## config.mk

```make
export PLATFORM = sky130hd
export DESIGN_NAME = fixed_round_pipe
export DESIGN_NICKNAME = d
export VERILOG_FILES = /design/src/rtl/fixed_round_pipe_pkg.sv /design/src/rtl/fixed_round_inc.sv /design/src/rtl/fixed_round_pipe.sv
export SDC_FILE = /design/constraint.sdc
export NUM_CORES = 1
export LEC_CHECK = 0
export CORE_MARGIN = 3
export CORE_UTILIZATION = 57
export CTS_BUF_LIST = sky130_fd_sc_hd__clkbuf_2
export CTS_CLUSTER_SIZE = 30
export DETAILED_ROUTE_END_ITERATION = 6
export DONT_BUFFER_PORTS = 1
export PLACE_DENSITY = 0.71
export SYNTH_ARGS = -nofsm -noshare
export SYNTH_HDL_FRONTEND = slang
export SYNTH_SLANG_ARGS = --single-unit
```

## constraint.sdc

```tcl
create_clock -name clk -period 3.5 [get_ports clk]
set_input_delay 0.35 -clock clk [delete_from_list [all_inputs] [get_ports clk]]
set_output_delay 0.35 -clock clk [all_outputs]
set_load 0.02 [all_outputs]
```

## src/rtl/fixed_round_pipe_pkg.sv

```systemverilog
// Shared definitions for the fixed-point rounding pipeline: rounding-mode
// encodings and a width helper used to size Q-format buses.
package fixed_pkg;

  localparam logic [1:0] RND_FLOOR     = 2'd0;
  localparam logic [1:0] RND_HALF_UP   = 2'd1;
  localparam logic [1:0] RND_HALF_EVEN = 2'd2;
  localparam logic [1:0] RND_TO_ZERO   = 2'd3;

  // Total bus width of a Q(int_wid).(frac) value, sign bit included.
  function automatic int fx_width(input int int_wid, input int frac);
    return int_wid + frac;
  endfunction

endpackage

```

## src/rtl/fixed_round_inc.sv

```systemverilog
// Rounding-increment decision: maps the bits around the cut point and the
// selected mode onto the single-LSB increment applied to the kept value.
module fixed_round_inc
  import fixed_pkg::*;
(
  input  logic       lsb,
  input  logic       guard,
  input  logic       sticky,
  input  logic       sign,
  input  logic [1:0] mode,
  output logic       inc
);

  // Increment selection per rounding mode.
  always_comb begin
    inc = 1'b0;
    case (mode)
      RND_FLOOR:     inc = 1'b0;
      RND_HALF_UP:   inc = guard;
      // Exact ties go to the even neighbour; anything above half rounds up.
      RND_HALF_EVEN: inc = guard & (sticky | lsb);
      // Floor already truncates positives toward zero; negatives with any
      // dropped fraction must move up by one to do the same.
      RND_TO_ZERO:   inc = sign & (guard | sticky);
      default:       inc = 1'b0;
    endcase
  end

endmodule

```

## src/rtl/fixed_round_pipe.sv

```systemverilog
// Two-stage valid/ready rounder from Q(INT_WID).(RAT_WID) to Q(INT_WID).(OUT_RAT_WID).
// Define FIXED_ROUND_SAT_EN to saturate on overflow instead of wrapping.
module fixed_round_pipe
  import fixed_pkg::*;
#(
  parameter int INT_WID     = 10,
  parameter int RAT_WID     = 10,
  parameter int OUT_RAT_WID = 4
) (
  input  logic                                    clk,
  input  logic                                    rst_n,
  input  logic                                    in_valid,
  output logic                                    in_ready,
  input  logic [fx_width(INT_WID, RAT_WID)-1:0]     in_data,
  input  logic [1:0]                              in_mode,
  output logic                                    out_valid,
  input  logic                                    out_ready,
  output logic [fx_width(INT_WID, OUT_RAT_WID)-1:0] out_data,
  output logic                                    out_ovf,
  output logic                                    ovf_flag,
  input  logic                                    ovf_clr
);

  localparam int W_IN  = fx_width(INT_WID, RAT_WID);
  localparam int W_OUT = fx_width(INT_WID, OUT_RAT_WID);
  localparam int D     = RAT_WID - OUT_RAT_WID;

  if ((OUT_RAT_WID < 0) || (OUT_RAT_WID >= RAT_WID)) begin : g_bad_cfg
    $error("fixed_round_pipe: OUT_RAT_WID must satisfy 0 <= OUT_RAT_WID < RAT_WID");
  end

  logic             advance_s;
  logic             sticky_s;
  logic             inc_s;
  logic             s1_valid_r;
  logic [W_OUT-1:0] kept_r;
  logic             inc_r;
  logic [W_OUT:0]   sum_s;
  logic             ovf_s;
  logic [W_OUT-1:0] res_s;

  // Both stages move together; a stalled output freezes the whole pipe.
  assign advance_s = ~out_valid | out_ready;
  assign in_ready  = rst_n & advance_s;

  if (D > 1) begin : g_sticky
    assign sticky_s = |in_data[D-2:0];
  end else begin : g_no_sticky
    assign sticky_s = 1'b0;
  end

  fixed_round_inc u_inc (
    .lsb    (in_data[D]),
    .guard  (in_data[D-1]),
    .sticky (sticky_s),
    .sign   (in_data[W_IN-1]),
    .mode   (in_mode),
    .inc    (inc_s)
  );

  // Stage 1: capture the arithmetically shifted value and its increment.
  always_ff @(posedge clk) begin
    if (!rst_n) begin
      s1_valid_r <= 1'b0;
      kept_r     <= {W_OUT{1'b0}};
      inc_r      <= 1'b0;
    end else if (advance_s) begin
      s1_valid_r <= in_valid;
      kept_r     <= in_data[W_IN-1:D];
      inc_r      <= inc_s;
    end else begin
      s1_valid_r <= s1_valid_r;
      kept_r     <= kept_r;
      inc_r      <= inc_r;
    end
  end

  // Sign-extended add: the two top bits disagree only when the carry
  // reaches the sign bit, i.e. max positive plus one.
  assign sum_s = {kept_r[W_OUT-1], kept_r} + {{W_OUT{1'b0}}, inc_r};
  assign ovf_s = sum_s[W_OUT] ^ sum_s[W_OUT-1];

`ifdef FIXED_ROUND_SAT_EN
  localparam logic [W_OUT-1:0] SAT_MAX = {1'b0, {(W_OUT-1){1'b1}}};

  // Clamp the single overflow case to the largest positive code.
  always_comb begin
    res_s = sum_s[W_OUT-1:0];
    if (ovf_s) begin
      res_s = SAT_MAX;
    end else begin
      res_s = sum_s[W_OUT-1:0];
    end
  end
`else
  // Overflow wraps to the most-negative code.
  always_comb begin
    res_s = sum_s[W_OUT-1:0];
  end
`endif

  // Stage 2: registered result, held while downstream stalls.
  always_ff @(posedge clk) begin
    if (!rst_n) begin
      out_valid <= 1'b0;
      out_data  <= {W_OUT{1'b0}};
      out_ovf   <= 1'b0;
    end else if (advance_s) begin
      out_valid <= s1_valid_r;
      if (s1_valid_r) begin
        out_data <= res_s;
        out_ovf  <= ovf_s;
      end else begin
        out_data <= out_data;
        out_ovf  <= out_ovf;
      end
    end else begin
      out_valid <= out_valid;
      out_data  <= out_data;
      out_ovf   <= out_ovf;
    end
  end

  // Sticky overflow; a fresh overflow beats a clear in the same cycle.
  always_ff @(posedge clk) begin
    if (!rst_n) begin
      ovf_flag <= 1'b0;
    end else if (advance_s && s1_valid_r && ovf_s) begin
      ovf_flag <= 1'b1;
    end else if (ovf_clr) begin
      ovf_flag <= 1'b0;
    end else begin
      ovf_flag <= ovf_flag;
    end
  end

endmodule

```

==> results of run 1 <==
## flip-flops by register name (all words and copies together), names as in the netlist
name and count:
inc_r 1, kept_r 14, out_data 14, out_ovf 1, out_valid 1, ovf_flag 1
s1_valid_r 1
## routing by layer
layer  up-vias  part of all wire, %  track usage (%)
met5         -                    0                0
met4         0                  1.4             5.96
met2        43                   43             30.0
met1       526                   47             25.5
met3         6                  9.1             8.02
li1        610                    -                -
## final cells by class
class,count,area [um^2],area share (%)
Clock buffer,8,40.0,2.55
Inverter,4,15.0,0.958
Multi-Input combinational cell,135,815,52.0
Sequential cell,33,661,42.1
Tap cell,30,37.5,2.39
## power groups by stage
stage / logic [W] / registers (W) / clock network, W
after floorplan: 0.0000542 / 0.000439 / 0
after detailed placement: 0.0000559 / 0.000446 / 0
after global routing: 0.0000659 / 0.000443 / 0.000202
final: 0.0000560 / 0.000437 / 0.000177
after CTS: 0.0000565 / 0.000438 / 0.000182
after global placement: 0.0000541 / 0.000445 / 0
## cells in the final DEF, fill, tap and decap left out
cell type | synthesis | layout
nand4_1 | 2 | 2
a21boi_1 | 1 | 1
or4_1 | 1 | 1
a31oi_1 | 1 | 1
nand4_4 | 2 | 2
xor2_1 | 3 | 3
nor2b_1 | 1 | 1
o21a_1 | 1 | 1
clkbuf_2 | 0 | 8
nor2_1 | 4 | 4
inv_1 | 4 | 4
nand3_1 | 6 | 6
nand2b_1 | 1 | 1
nor4_2 | 1 | 1
nor4_4 | 1 | 1
and3_1 | 1 | 1
o211a_1 | 3 | 3
a21oi_1 | 9 | 9
and2_1 | 2 | 2
dfxtp_1 | 33 | 33
a21boi_0 | 17 | 17
nor3_1 | 5 | 5
o2bb2ai_1 | 1 | 1
nand2_1 | 47 | 47
xnor2_1 | 11 | 11
ha_1 | 2 | 2
o21ai_0 | 12 | 12
## worst paths after layout
path              slack [ns]     endpoint  startpoint  depth (start not counted)
setup / recovery        1.50     in_ready   out_valid                          2
hold / removal          0.08     ovf_flag     ovf_clr                          1
setup reg to reg        1.52  out_data[8]   out_valid                          4
hold reg to reg         0.48    kept_r[0]   kept_r[0]                          2
## metrics by stage
step | power (W) | hold slack [ns] | utilization [%]
after CTS | 0.000676 | 0.0562 | 62.2
after global placement | 0.000499 | 0.459 | 60.6
after detailed placement | 0.000502 | 0.466 | 60.6
after floorplan | 0.000493 | 0.445 | -
after global routing | 0.000710 | 0.0571 | 62.2
final | 0.000670 | 0.0786 | 62.2
## kinds of logic (layout without fill, tap and decap cells)
kind of cell	Yosys count	in the layout	share of synthesized area [%]
simple gates	74	74	24.3
compound gates	45	45	19.1
flops	33	33	43.0
buf+inv	15	12	3.99
xor+xnor	14	14	7.98
fa+ha+maj	2	2	1.63
==> results.toml, run 1 <==
[final_layout]
final_cell_area_um2 = 1570
layout.nets = 208
final_cells = 210
synthToLayoutAreaGrowth_pct = 2.04
drive_above_1_share_pct = 6.67
diodes = 0
fillers = 252

[clock_network]
cts_tree = "done"
cts.sinks = 33
max-clock-path-buffers = 2
post-cts-setup-buffer-count = 0
clk_pin_slew_ns = 0.15
htreeDepth = 2
postCtsHoldBufs = 0
cts-root-buf = "clkbuf_2"
cts_resized = 0
numCtsBuffers = 5
insertion_delay_ns = 0.36

[floorplanning]
die_x_um = 57.9
ioPinCount = 45
fp.dieH_um = 57.9
design.core.area_um2 = 2520
start_util_pct = 60.9
die_area_um2 = 3350
fp-row-count = 18

[timing]
post-route-min-period_ns = 2.00
relSlewSlack_pct = 31.8
worst_slew_pin_slew_ns = 1.02
period_share_pct = 57.3
rsz0062_at_grt = "false"
report.final.slew_viol_count = 0
worst_clock_skew_ns = 0.00178
tns_ns = 0
finalHoldViolations = 0
setup_ws_ns = 1.50
finalSetupViolCount = 0
timing.fmax_mhz = 499

[synth]
ys_ff_latch = 33
netlist-cell-type-count = 28
synth_edf_count = 0
yosys.area.top_type = "dfxtp_1"
synth_top_cells_by_count = "nand2_1, dfxtp_1, a21boi_0"
ys_warn_count = 0
synthesis.nets = 212
ys_async_sr_fraction_pct = 0
synth_area_per_cell_um2 = 8.40
synth_ff_type = "dfxtp_1"
seq_area_frac_synth_pct = 43.0
synth_cells = 183
yosys-top-cells-area = "dfxtp_1, nand2_1, a21boi_0"
synth_area_um2 = 1540
yosysTopAreaCellShare_pct = 43.0
yosysMostFrequentCell = "nand2_1"

[job]
cap_violations = 0

[pwr]
share_seq_of_total_power_pct = 65.3
ir_drop_mv = 0.309
power_frac_comb_pct = 8.4
power.leakage_nw = 0.618
p_sw_w = 0.000185
powerDensity_nw_per_um2 = 428
intPower_w = 0.000485
swShare_pct = 27.7
pwr-share-clk_pct = 26.4

[critical_path]
cp-start-kind = "flip-flop"
crit_slowest_cell = "dfxtp_1"
arrival_ns = 1.65
crit_family = "simple AND/OR/NAND/NOR gates"
crit_path_end_kind = "output port"
cp_slowest_stage_delay_ns = 0.49
criticalPathCategory = "reg2out"
critPathMaxFanout = 20
worstPathCellList = "nand2b_1 -> and2_1"
cp.required_ns = 3.15
cp.buffers_inverters = 0

[placed_design]
place_hpwl_um = 2190
place_congestion = 0.853
io_buffers = 0
post-place-ws_ns = 1.54
dp_cells = 202
placed_cell_area_um2 = 1530

[worst_hold_path]
hold_class = "in2reg"

[detailed_routing]
post_drt_wl_per_cell_um = 14.0
drt_iter0_markers = 55
via_per_inst = 5.64
num_vias = 1185
dr.pass1.iters = 6
finalWirelength_um = 2930
drc = 0
drtAntennaViolNets = 0

[global_route]
grt-ovfl-total = 0
first_global_vias = 1165
antenna_found_initial = 0
grtUsageTotal_pct = 19.7
grt_start_max_net_pins = 35
grt_pass1_wl_um = 5180

[run_status]
status = "finished clean"
(Power assumes the default switching activity.)
==> run 2, diff against run 1 <==
==> constraint.sdc (replaced) <==
create_clock -name clk -period 1.88 [get_ports clk]
set_input_delay 0.188 -clock clk [delete_from_list [all_inputs] [get_ports clk]]
set_output_delay 0.188 -clock clk [all_outputs]
set_load 0.02 [all_outputs]
==> run 2 against run 1 <==
Net effect:
- die area did not move
- critical path depth rose by 3
- register-to-register slack got worse by 1.3 ns
- sequential cell count did not move
- cell area rose by 14%
- power rose by 93%
- setup slack got worse by 1.3 ns
- global-route usage rose by 2.2 points
- largest power group unchanged
==> results.toml, run 2 (synthesis results as in run 1) <==
[floorplanning]
ioPinCount = 45
design.core.area_um2 = 2520
die_area_um2 = 3350
fp.dieH_um = 57.9
start_util_pct = 60.9
fp-row-count = 18
die_x_um = 57.9

[detailed_routing]
drc = 0
drt_iter0_markers = 54
post_drt_wl_per_cell_um = 14.3
via_per_inst = 5.66
finalWirelength_um = 3330
dr.pass1.iters = 4
drtAntennaViolNets = 0
num_vias = 1319

[critical_path]
cp-start-kind = "flip-flop"
cp.buffers_inverters = 2
cp.required_ns = 2.21
crit_path_end_kind = "flip-flop"
crit_slowest_cell = "dlygate4sd3_1"
cp_slowest_stage_delay_ns = 0.56
worstPathCellList = "nor2b_1 -> buf_4 -> nand2_1 -> a21boi_0 -> dlygate4sd3_1"
crit_family = "buffers and inverters"
critPathMaxFanout = 16
criticalPathCategory = "reg2reg"
arrival_ns = 2.04

[final_layout]
synthToLayoutAreaGrowth_pct = 16.5
final_common_cell = "nand2_1"
drive_above_1_share_pct = 7.39
diodes = 0
mostFrequentLayoutCells = "nand2_1, dfxtp_1, dlygate4sd3_1"
final_cell_area_um2 = 1790
regArea_um2 = 661
layout.nets = 231
fillers = 208
top_regs = "kept_r x14, out_data x14"
multi_input_area_um2 = 815
final_cells = 233

[timing]
relSlewSlack_pct = 40.2
timing.fmax_mhz = 585
finalSetupViolCount = 0
worst_clock_skew_ns = 0.0132
report.final.slew_viol_count = 0
rsz0062_at_grt = "false"
worst_slew_pin_slew_ns = 0.895
post-route-min-period_ns = 1.71
hold_ws_ns = 0.0560
period_share_pct = 90.9
tns_ns = 0
finalHoldViolations = 0

[clock_network]
insertion_delay_ns = 0.37
cts_tree = "done"
htreeDepth = 2
cts.sinks = 33
post-cts-setup-buffer-count = 0
cts-root-buf = "clkbuf_2"
cts_resized = 0
max-clock-path-buffers = 2
numCtsBuffers = 5
clk_pin_slew_ns = 0.17

[pwr]
powerDensity_nw_per_um2 = 723
power.leakage_nw = 0.718
ir_drop_mv = 0.573

[global_route]
grtUsageTotal_pct = 21.8
grt_pass1_wl_um = 5630
grt_start_max_net_pins = 32
grt_use_met3_pct = 7.35
first_global_vias = 1224
antenna_found_initial = 0
grt-ovfl-total = 0
met1_usage_pct = 28.1
globalRouteMet2Util_pct = 33.9
grt.busiest_layer = "met2"

[worst_hold_path]
hold_class = "in2reg"

[placed_design]
place_hpwl_um = 2250
io_buffers = 0
dp_cells = 205
placed_cell_area_um2 = 1550
place_congestion = 0.836

[job]
cap_violations = 0

[run_status]
status = "finished clean"
run 2: power breakdown:
part | switching, W | total (W) | internal [W]
combinational | 0.0000721 | 0.000153 | 0.0000806
sequential | 0.0000717 | 0.000816 | 0.000744
clock | 0.000233 | 0.000326 | 0.0000933
total | 0.000376 | 0.00129 | 0.000918
run 2: worst reg2reg max path, stage by stage (launching register included):
cell and delay (ns):
dfxtp_1 0.49, nor2b_1 0.17, buf_4 0.21, nand2_1 0.09, a21boi_0 0.17, dlygate4sd3_1 0.56
run 2: routing by layer:
layer | routed length, um | vias to the layer above
li1 | - | 658
met5 | 0 | -
met3 | 239 | 8
met1 | 1440 | 606
met4 | 61 | 0
met2 | 1600 | 47
run 2: what timing repair did:
action | 4_1_cts | 5_1_grt
endpoints found under the hold margin | 33 | 0
hold buffers | 20 | 0
setup endpoints to repair | 0 | 0
run 2: final cells by class:
type	count	share of cell area [%]
inverters	4	0.839
flip-flops and latches	33	36.9
clock inverters	2	0.559
well taps	30	2.10
multi-input cells	135	45.5
clock buffers	6	1.68
repair buffers	23	12.4
run 2: worst paths after layout:
path         slack [ns]       start  depth (start not counted)    endpoint
max reg2reg        0.17   out_valid                          5  kept_r[10]
min                0.06  in_data[1]                          2       inc_r
min reg2reg        0.49   kept_r[0]                          2   kept_r[0]
max                0.17   out_valid                          5  kept_r[10]
run 2: per-stage QoR:
step | util, % | setup slack, ns | total power, W
after CTS | 71.0 | 0.234 | 0.00130
after global placement | 61.5 | 0.327 | 0.000934
final | 71.0 | 0.170 | 0.00129
after detailed placement | 61.5 | 0.253 | 0.000941
after floorplan | - | 0.415 | 0.000917
after global routing | 71.0 | 0.0479 | 0.00136
==> run 3, diff against run 2 <==
--- a/config.mk
+++ b/config.mk
@@ -14,4 +14,5 @@
 export PLACE_DENSITY = 0.71
 export SYNTH_ARGS = -nofsm -noshare
 export SYNTH_HDL_FRONTEND = slang
+export SYNTH_HIERARCHICAL = 1
 export SYNTH_SLANG_ARGS = --single-unit
==> run 3 against run 2 <==
Net effect:
- non-clock buffer count is 1 lower
- via count is 0.45% lower
- worst hold slack better by 0.053 ns
- cell area is 4.4% lower
- sequential cell count stayed put
- largest power group unchanged
- register-to-register slack worse by 0.08 ns
- power is 3.2% lower
- clock skew is 0.014 ns higher
- cell count is 0.86% lower
- first-iteration DRC count is 31% lower
- setup slack worse by 0.076 ns
==> results.toml, run 3 <==
[timing]
period_share_pct = 95.0
hold_ws_ns = 0.109
finalHoldViolations = 0
relSlewSlack_pct = 55.3
post-route-min-period_ns = 1.79
rsz0062_at_grt = "false"
tns_ns = 0
finalSetupViolCount = 0
timing.fmax_mhz = 560
report.final.slew_viol_count = 0
worst_slew_pin_slew_ns = 0.669
worst_clock_skew_ns = 0.0274

[global_route]
grt_start_max_net_pins = 27
first_global_vias = 1249
antenna_found_initial = 0
grt_pass1_wl_um = 5590
grtUsageTotal_pct = 22.0
grt-ovfl-total = 0

[pwr]
powerDensity_nw_per_um2 = 732
ir_drop_mv = 0.687
power.leakage_nw = 0.637

[floorplanning]
ioPinCount = 45
fp.dieH_um = 56.9
die_area_um2 = 3230
start_util_pct = 63.0
die_x_um = 56.9
design.core.area_um2 = 2340
fp-row-count = 17

[synth]
netlist-cell-type-count = 32
seq_area_frac_synth_pct = 44.8
synth_area_per_cell_um2 = 7.92
synth_area_um2 = 1470
yosysMostFrequentCell = "nand2_1"
ys_async_sr_fraction_pct = 0
ys_ff_latch = 33
synth_top_cells_by_count = "nand2_1, dfxtp_1, a21oi_1"
synth_ff_type = "dfxtp_1"
synthesis.nets = 215
yosys-top-cells-area = "dfxtp_1, nand2_1, a21oi_1"
ys_warn_count = 6
yosysTopAreaCellShare_pct = 44.8
yosys.area.top_type = "dfxtp_1"
synth_cells = 186
synth_edf_count = 0

[final_layout]
final_common_cell = "nand2_1"
top_regs = "kept_r x14, out_data x14"
fillers = 189
final_core_util_pct = 73.2
multi_input_area_um2 = 752
synthToLayoutAreaGrowth_pct = 16.1
drive_above_1_share_pct = 6.90
mostFrequentLayoutCells = "nand2_1, dfxtp_1, a21oi_1"
final_cells = 231
layout.nets = 233
diodes = 0
regArea_um2 = 661

[clock_network]
cts_tree = "done"
insertion_delay_ns = 0.37
clk_pin_slew_ns = 0.16
numCtsBuffers = 5
htreeDepth = 2
cts.sinks = 33
cts-root-buf = "clkbuf_2"
max-clock-path-buffers = 2

[detailed_routing]
via_per_inst = 5.68
drtAntennaViolNets = 0
num_vias = 1313
drc = 0
finalWirelength_um = 3290
drt_iter0_markers = 37
dr.pass1.iters = 4
post_drt_wl_per_cell_um = 14.3

[placed_design]
place_congestion = 0.845
io_buffers = 0
dp_cells = 208
place_hpwl_um = 2360

[critical_path]
criticalPathCategory = "reg2reg"
cp-start-kind = "flip-flop"
critPathMaxFanout = 4
arrival_ns = 2.11
crit_path_end_kind = "flip-flop"
cp.required_ns = 2.20

[job]
cap_violations = 0

[run_status]
status = "finished clean"

[worst_hold_path]
hold_class = "in2reg"
run 3: cell count changes in the layout (fill, tap and decap cells not counted), moves of 3 or more:
cell,change
nand2_1,-6
a21boi_0,-17
nor2_1,+6
dlygate4sd3_1,-3
nand4_1,+3
o21ai_1,+8
o21ai_0,-10
o211a_1,-3
a21oi_1,+16
a211oi_1,+4
inv_1,+3
run 3: layer usage:
| layer | global-route usage [%] | vias to the layer above | part of all wire [%] |
|---|---|---|---|
| met5 | 0 | - | 0 |
| met4 | 8.28 | 0 | 0.39 |
| met3 | 8.51 | 2 | 8.1 |
| met2 | 34.3 | 47 | 48 |
| met1 | 27.3 | 594 | 43 |
| li1 | - | 670 | - |
run 3: kinds of logic after synthesis:
logic type / Yosys count / synth area share, %
simple gates: 75 / 23.0
compound gates: 46 / 18.2
flops: 33 / 44.8
buf+inv: 18 / 5.01
xor+xnor: 11 / 6.54
fa+ha+maj: 2 / 1.70
mux: 1 / 0.764
run 3: worst max-delay path: stages, from the launching register on:
cell and delay [ns]:
dfxtp_1 0.34, ha_1 0.22, ha_1 0.21, and3_4 0.21
a211o_1 0.32, a2111oi_4 0.31, o21bai_1 0.15
run 3: through the flow:
step	total power, W	instance area [um^2]	setup slack (ns)
floorplan	0.000915	1470	0.117
global placement	0.000936	1500	0.145
detailed placement	0.000942	1500	0.0332
CTS	0.00126	1700	0.0295
finish	0.00125	1710	0.0939
global route	0.00132	1710	0.0368
run 3: where the power goes:
part / switching (W) / leakage (nW) / internal [W]
clock: 0.000218 / 0.0247 / 0.0000757
combinational: 0.0000734 / 0.340 / 0.0000721
sequential: 0.0000705 / 0.272 / 0.000743
total: 0.000362 / 0.637 / 0.000891
run 3: cell type report:
| cell class | instances | area share (%) |
|---|---|---|
| Clock inverter | 1 | 0.292 |
| Inverter | 7 | 1.54 |
| Multi-Input combinational cell | 135 | 43.9 |
| Tap cell | 28 | 2.05 |
| Sequential cell | 33 | 38.6 |
| Timing Repair Buffer | 22 | 12.1 |
| Clock buffer | 5 | 1.46 |
run 3: worst paths after layout:
kind,startpoint,end,slack (ns),cells after the start
setup reg to reg,kept_r[0],ovf_flag,0.09,6
hold reg to reg,inc_r,inc_r,0.48,2
setup / recovery,kept_r[0],ovf_flag,0.09,6
hold / removal,in_data[5],inc_r,0.11,4
run 3: repair_timing:
item | 4_1_cts | 5_1_grt
endpoints found under the hold margin | 25 | 0
gates resized for setup | 0 | 1
endpoints found under the setup margin | 0 | 2
hold buffers | 17 | 0
buffers inserted | 0 | 0
